===== src/rtl/bram_sav_pkg.sv =====
// Shared types and defaults for the backup-RAM save/load controller.
// Latency: n/a (declarations only).
// Backpressure: n/a.
package bram_sav_pkg;

  localparam int          SECTORS_DEF = 128;
  localparam logic [23:0] TIMEOUT_DEF = 24'd5000000;
  // Sector index width; 128 sectors is the largest image, so sd_lba[31:7] is always zero.
  localparam int          LBA_W       = 7;

  typedef enum logic [2:0] {
    IDLE,
    ISSUE,
    WAIT_HI,
    WAIT_LO,
    DONE
  } bk_state_t;

endpackage


===== src/rtl/sav_watchdog.sv =====
// Edge detectors for sd_ack/downloading/menu requests plus the per-state timeout counter.
// Latency: edges are combinational against a 1-cycle registered copy; expiry is registered.
// Backpressure: none; the counter saturates at TIMEOUT until the next restart.
module sav_watchdog
  import bram_sav_pkg::*;
#(
  parameter logic [23:0] TIMEOUT = TIMEOUT_DEF
) (
  input  logic clk_sys,
  input  logic reset_n,
  input  logic sd_ack,
  input  logic downloading,
  input  logic load_req,
  input  logic save_req,
  input  logic restart,
  output logic ack_rise,
  output logic ack_fall,
  output logic dl_rise,
  output logic dl_fall,
  output logic load_rise,
  output logic save_rise,
  output logic expired
);

  logic        sd_ack_q, dl_q, load_q, save_q;
  logic [23:0] cnt_q, cnt_d;

  // Counter restarts whenever the controller changes state and holds once it hits TIMEOUT.
  always_comb begin
    cnt_d = cnt_q;
    if (restart) begin
      cnt_d = '0;
    end else if (cnt_q != TIMEOUT) begin
      cnt_d = cnt_q + 24'd1;
    end
  end

  // One-cycle history of the level inputs, and the counter register.
  always_ff @(posedge clk_sys or negedge reset_n) begin
    if (!reset_n) begin
      sd_ack_q <= 1'b0;
      dl_q     <= 1'b0;
      load_q   <= 1'b0;
      save_q   <= 1'b0;
      cnt_q    <= '0;
    end else begin
      sd_ack_q <= sd_ack;
      dl_q     <= downloading;
      load_q   <= load_req;
      save_q   <= save_req;
      cnt_q    <= cnt_d;
    end
  end

  assign ack_rise  = sd_ack & ~sd_ack_q;
  assign ack_fall  = ~sd_ack & sd_ack_q;
  assign dl_rise   = downloading & ~dl_q;
  assign dl_fall   = ~downloading & dl_q;
  assign load_rise = load_req & ~load_q;
  assign save_rise = save_req & ~save_q;
  assign expired   = (cnt_q == TIMEOUT);

endmodule


===== src/rtl/bram_sav_ctrl.sv =====
// Backup-RAM save/load sequencer: streams SECTORS sectors to/from the HPS via sd_rd/sd_wr.
// Latency: start edge -> request 1 cycle; sd_ack edge -> response 1 cycle.
// Backpressure: each sector waits on the sd_ack rise/fall handshake, bounded by TIMEOUT.
module bram_sav_ctrl
  import bram_sav_pkg::*;
#(
  parameter int          SECTORS = SECTORS_DEF,
  parameter logic [23:0] TIMEOUT = TIMEOUT_DEF
) (
  input  logic        clk_sys,
  input  logic        reset_n,
  input  logic        downloading,
  input  logic        img_mounted,
  input  logic        img_readonly,
  input  logic        img_size_nz,
  input  logic        load_req,
  input  logic        save_req,
  input  logic        autosave_en,
  input  logic        osd_open,
  input  logic        bram_change,
  input  logic        sd_ack,
  output logic [31:0] sd_lba,
  output logic        sd_rd,
  output logic        sd_wr,
  output logic        bk_ena,
  output logic        bk_loading,
  output logic        busy,
  output logic        sav_pending,
  output logic        timeout_err
);

  localparam logic [LBA_W-1:0] LAST = LBA_W'(SECTORS - 1);

  bk_state_t        state_q, state_d;
  logic [LBA_W-1:0] lba_q, lba_d;
  logic             load_mode_q, load_mode_d;
  logic             sd_rd_q, sd_rd_d, sd_wr_q, sd_wr_d;
  logic             busy_q, busy_d, bk_loading_q, bk_loading_d;
  logic             timeout_err_q, timeout_err_d;
  logic             bk_ena_q, bk_ena_d, sav_pending_q, sav_pending_d;
  logic             start_load, start_save, restart;
  logic             ack_rise, ack_fall, dl_rise, dl_fall, load_rise, save_rise, expired;

  assign restart = (state_d != state_q);

  sav_watchdog #(.TIMEOUT(TIMEOUT)) u_wdog (
    .clk_sys     (clk_sys),
    .reset_n     (reset_n),
    .sd_ack      (sd_ack),
    .downloading (downloading),
    .load_req    (load_req),
    .save_req    (save_req),
    .restart     (restart),
    .ack_rise    (ack_rise),
    .ack_fall    (ack_fall),
    .dl_rise     (dl_rise),
    .dl_fall     (dl_fall),
    .load_rise   (load_rise),
    .save_rise   (save_rise),
    .expired     (expired)
  );

  // Next-state logic: start arbitration, per-sector handshake, aborts, and the status flags.
  always_comb begin
    state_d       = state_q;
    lba_d         = lba_q;
    load_mode_d   = load_mode_q;
    sd_rd_d       = sd_rd_q;
    sd_wr_d       = sd_wr_q;
    busy_d        = busy_q;
    bk_loading_d  = bk_loading_q;
    timeout_err_d = timeout_err_q;
    bk_ena_d      = bk_ena_q;
    sav_pending_d = sav_pending_q;
    start_load    = 1'b0;
    start_save    = 1'b0;

    case (state_q)
      IDLE: begin
        // Auto-load first; user/auto starts need a writable image and are dropped on a new download.
        if (dl_fall && bk_ena_q && img_size_nz) begin
          start_load = 1'b1;
        end else if (bk_ena_q && !dl_rise) begin
          if (load_rise)                                    start_load = 1'b1;
          else if (save_rise)                               start_save = 1'b1;
          else if (autosave_en && sav_pending_q && osd_open) start_save = 1'b1;
        end
        if (start_load || start_save) begin
          state_d       = ISSUE;
          lba_d         = '0;
          load_mode_d   = start_load;
          busy_d        = 1'b1;
          bk_loading_d  = start_load;
          timeout_err_d = 1'b0;
          sd_rd_d       = start_load;
          sd_wr_d       = start_save;
          // Only the start of a save consumes the pending flag; writes during the save re-arm it.
          if (start_save) sav_pending_d = 1'b0;
        end
      end
      ISSUE: begin
        state_d = WAIT_HI;
      end
      WAIT_HI: begin
        if (ack_rise) begin
          state_d = WAIT_LO;
          sd_rd_d = 1'b0;
          sd_wr_d = 1'b0;
        end else if (expired) begin
          state_d       = DONE;
          sd_rd_d       = 1'b0;
          sd_wr_d       = 1'b0;
          busy_d        = 1'b0;
          bk_loading_d  = 1'b0;
          timeout_err_d = 1'b1;
        end
      end
      WAIT_LO: begin
        if (ack_fall) begin
          if (lba_q == LAST) begin
            state_d      = DONE;
            busy_d       = 1'b0;
            bk_loading_d = 1'b0;
          end else begin
            state_d = ISSUE;
            lba_d   = lba_q + 1'b1;
            sd_rd_d = load_mode_q;
            sd_wr_d = ~load_mode_q;
          end
        end else if (expired) begin
          state_d       = DONE;
          busy_d        = 1'b0;
          bk_loading_d  = 1'b0;
          timeout_err_d = 1'b1;
        end
      end
      DONE: begin
        state_d = IDLE;
      end
      default: begin
        state_d = IDLE;
      end
    endcase

    // A new cart download kills any transfer in flight without flagging an error.
    if (dl_rise && (state_q == ISSUE || state_q == WAIT_HI || state_q == WAIT_LO)) begin
      state_d       = DONE;
      sd_rd_d       = 1'b0;
      sd_wr_d       = 1'b0;
      busy_d        = 1'b0;
      bk_loading_d  = 1'b0;
      timeout_err_d = timeout_err_q;
    end

    if (dl_rise) bk_ena_d = 1'b0;
    if (downloading && img_mounted && !img_readonly) bk_ena_d = 1'b1;

    // A fresh core write beats a simultaneous save start.
    if (bram_change && !osd_open) sav_pending_d = 1'b1;
  end

  // State and registered outputs.
  always_ff @(posedge clk_sys or negedge reset_n) begin
    if (!reset_n) begin
      state_q       <= IDLE;
      lba_q         <= '0;
      load_mode_q   <= 1'b0;
      sd_rd_q       <= 1'b0;
      sd_wr_q       <= 1'b0;
      busy_q        <= 1'b0;
      bk_loading_q  <= 1'b0;
      timeout_err_q <= 1'b0;
      bk_ena_q      <= 1'b0;
      sav_pending_q <= 1'b0;
    end else begin
      state_q       <= state_d;
      lba_q         <= lba_d;
      load_mode_q   <= load_mode_d;
      sd_rd_q       <= sd_rd_d;
      sd_wr_q       <= sd_wr_d;
      busy_q        <= busy_d;
      bk_loading_q  <= bk_loading_d;
      timeout_err_q <= timeout_err_d;
      bk_ena_q      <= bk_ena_d;
      sav_pending_q <= sav_pending_d;
    end
  end

  assign sd_lba      = {{(32 - LBA_W){1'b0}}, lba_q};
  assign sd_rd       = sd_rd_q;
  assign sd_wr       = sd_wr_q;
  assign busy        = busy_q;
  assign bk_loading  = bk_loading_q;
  assign timeout_err = timeout_err_q;
  assign bk_ena      = bk_ena_q;
  assign sav_pending = sav_pending_q;

endmodule

===== config.mk =====
export PLATFORM = sky130hd
export DESIGN_NAME = bram_sav_ctrl
export DESIGN_NICKNAME = d
export VERILOG_FILES = /design/src/rtl/bram_sav_pkg.sv /design/src/rtl/sav_watchdog.sv /design/src/rtl/bram_sav_ctrl.sv
export SDC_FILE = /design/constraint.sdc
export NUM_CORES = 1
export LEC_CHECK = 0
export ABC_AREA = 1
export BUFFER_PORTS_ARGS = -buffer_cell sky130_fd_sc_hd__buf_2
export CORE_AREA = 2 2 82 92
export DETAILED_ROUTE_END_ITERATION = 10
export DIE_AREA = 0 0 84 94
export PLACE_DENSITY = 0.69
export SYNTH_ARGS = -nofsm -noshare
export SYNTH_HDL_FRONTEND = slang
export SYNTH_SLANG_ARGS = --single-unit

===== constraint.sdc =====
create_clock -name clk_sys -period 1.85 [get_ports clk_sys]
set_clock_uncertainty 0.15 [all_clocks]
set_input_delay 0.185 -clock clk_sys [delete_from_list [all_inputs] [get_ports clk_sys]]
set_output_delay 0.185 -clock clk_sys [all_outputs]
set_load 0.1 [all_outputs]

==> results.md <==
- Outcome: finished, violations left
- Failing checks: setup timing
- I/O pin count: 51
- Power Total: 5340 uW
- Data arrival, critical path: 1.90 ns
- # setup viols final: 20
- GRT Total Usage: 18.6%
- Flop-to-flop setup slack: -0.02 ns
- Worst Setup Start Kind: flip-flop
- Die area: 7900 sq um
- DRT Wirelength: 7060 microns
- Synth Warn #: 0
- Number of global-route vias before repair: 2760
- Synth-to-Final Area Change: 30.6%
- N_diodes: 0
- Crit Path Max Fanout: 7
- Hold Path Class: primary input to flip-flop
- Reg2Reg Capture Point: u_wdog.cnt_q[16]$_DFFE_PN0P_
- Routability Congestion: 0.874
- CP Class: flip-flop to flip-flop
- Max VDD drop: 1120 uV
- RSZ-0062 raised after global routing: true
- #FFs+latches synth: 46
- H-tree levels: 2
- Achievable Freq: 536 MHz
- Initial antenna violation count: 0
- EDFF count, synth: 0
- Most frequent cell after synthesis: nand2_1
- Remaining DRCs: 0
- Total gr overflow: 0
- Main area contributors after synthesis: dfrtp_1 37%, nand2_1 8.7%, nor2_4 8.6%, buf_4 6.0%, xor2_1 5.3%
- Vias/cell: 4.86
- Post-layout min period: 1.87 ns
- Post-Syn Instances: 390
- Routed len/inst: 12.3 microns
- Port-buffer cells: 25
- Mapped Area: 3150 sq um
- Core Rows: 32
- CP peak stage delay: 0.50 ns
- Reg area: 1180 sq um
- Slew @ Worst Pin: 0.575 ns
- Max FFs per register: 24
- TNS Setup: -0.177 ns
- CTS tree: done
- Largest net degree at the start of global routing: 47
- Hold Path Origin: img_size_nz
- Synth cell types: 36
- Worst r2r src: state_q[1]$_DFF_PN0_
- Worst setup margin: -0.0158 ns
- Die W: 84 microns
- Register area share after synthesis: 36.6%
- CTS Buf Count: 5
- Via count: 2783
- Synthesized area per cell: 8.07 sq um
- Clock-pin slew on the worst setup and hold paths: 0.09 ns
- Top post-synthesis cells by count: 73 x nand2_1, 46 x dfrtp_1, 43 x nor2_1
- Post-detail-place hpwl: 5120 microns
- Leak: 0.00182 uW
- Drt initial violations: 110
- Yosys top cell area share: 36.6%
- Area of the multi-input gates: 1870 sq um
- Final-report hold violation count: 0
- WHS Path Cells: 7
- Slew Limit Headroom: 61.6%
- Crit. End Element: flip-flop
- Pwr per Cell Area: 1300 nW/um^2
- Core region area: 6930 sq um
- Max-cap violations: 0
- Hold Path End: load_mode_q$_DFFE_PN0P_
- Critical Path Slowest Stage Cell: dfrtp_1
- Dominant register cell in the synthesized netlist: dfrtp_1
- Die height: 94 microns
- Synth area leader: dfrtp_1
- Largest Register: u_wdog.cnt_q
- Share of post-route cells with drive strength above 1: 39.5%
- CTS max path bufs: 2
- Fin crit share: 101%
- First-pass GRT wire length: 12000 microns
- Fillers: 629
- Post-synth ARST share: 100%
- Top Registers: u_wdog.cnt_q: 24 flops, lba_q: 7 flops, state_q: 3 flops
- Clk sinks: 46
- R2r worst-path depth: 12
- Clock root buffer master: clkbuf_8
- Clk Latency, worst-skew pair: 0.30 ns
- Cell breakdown of the critical path: nand2_4, inv_4, nand2_4, nor2_4, inv_2, nand2_1, nor2_2, nand2_2, nand3_4, nand2_8, buf_12, nor2_4
- ANT nets after route: 0
- Initial Utilization: 45.4%
- Final Max Slew Viols: 0
- Fin nets: 502
- DR pass1 iterations: 4
- Critical Path RT: 1.88 ns
[cells in the final DEF, fill, tap and decap left out, drive strengths merged, types with 5 or more instances in the layout]
master / n
nand3: 26
inv: 40
o21ai: 28
nor3: 14
dfrtp: 46
dlygate4sd3: 9
nor2: 73
nand2: 80
conb: 25
buf: 84
xor2: 19
a21oi: 5
clkbuf: 7
nand4: 11
[where the power goes]
part	switching, uW	internal (uW)
logic	2190	1260
registers	121	1160
clock network	341	268
total	2660	2690
[layer usage]
metal	vias to the layer above	global-route usage, %	share of wire [%]
li1	1402	-	-
met1	1293	22.5	41
met2	68	33.4	53
met3	20	3.16	3.5
met4	0	6.32	2.5
met5	-	0	0
[kinds of logic after synthesis]
kind of cell | count (synthesis) | synth area share (%)
AND/OR/NAND/NOR | 214 | 37.4
buffers and inverters | 69 | 12.8
flip-flops | 46 | 36.6
AO/OA/AOI/OAI | 38 | 6.60
XOR/XNOR | 19 | 5.29
adder cells (fa/ha/maj) | 3 | 1.19
other | 1 | 0.119
[cell type report]
cell class	instances	share of cell area, %
tap	85	2.59
inverter	42	4.26
clock inverter	1	0.183
clock buffer	7	1.86
multi-input combinational	299	45.5
timing repair buffer	93	16.9
sequential	46	28.7
[repair_timing]
item	4_1_cts	5_1_grt
pin swaps	10	19
buffers inserted	6	7
endpoints found under the hold margin	52	0
endpoints found under the setup margin	23	36
hold buffers	9	0
resized for setup	14	36
[through the flow]
stage                     area, sq um  util (%)  worst slack [ns]  cells  hold slack, ns
after global placement           3670      53.1           -0.0861    543           0.154
final                            4110      59.3           -0.0158    573           0.290
after detailed placement         3670      53.1            -0.109    543           0.159
after floorplan                  3290         -            -0.133    414          -0.261
after CTS                        3950      57.1          -0.00963    566           0.300
after global routing             4110      59.3            -0.157    573           0.364
[worst max-delay path by stage]
stage	from	endpoint	slack, ns	cells after the start
final	state_q[1]$_DFF_PN0_	u_wdog.cnt_q[16]$_DFFE_PN0P_	-0.02	12
after global routing	u_wdog.cnt_q[1]$_DFFE_PN0P_	u_wdog.cnt_q[16]$_DFFE_PN0P_	-0.16	12
after CTS	state_q[0]$_DFF_PN0_	state_q[1]$_DFF_PN0_	-0.01	10
after detailed placement	bk_ena$_DFFE_PN0P_	u_wdog.cnt_q[14]$_DFFE_PN0P_	-0.11	11
after global placement	bk_ena$_DFFE_PN0P_	u_wdog.cnt_q[10]$_DFFE_PN0P_	-0.09	11
after floorplan	lba_q[1]$_DFFE_PN0P_	u_wdog.cnt_q[21]$_DFFE_PN0P_	-0.13	12
[critical path: cells and delay by family (launching register included)]
kind	cells	cell delay (ns)
DFF	1	0.50
and+or+nand+nor	9	0.79
buffers and inverters	3	0.31
Power figures use the tool's default switching activity.
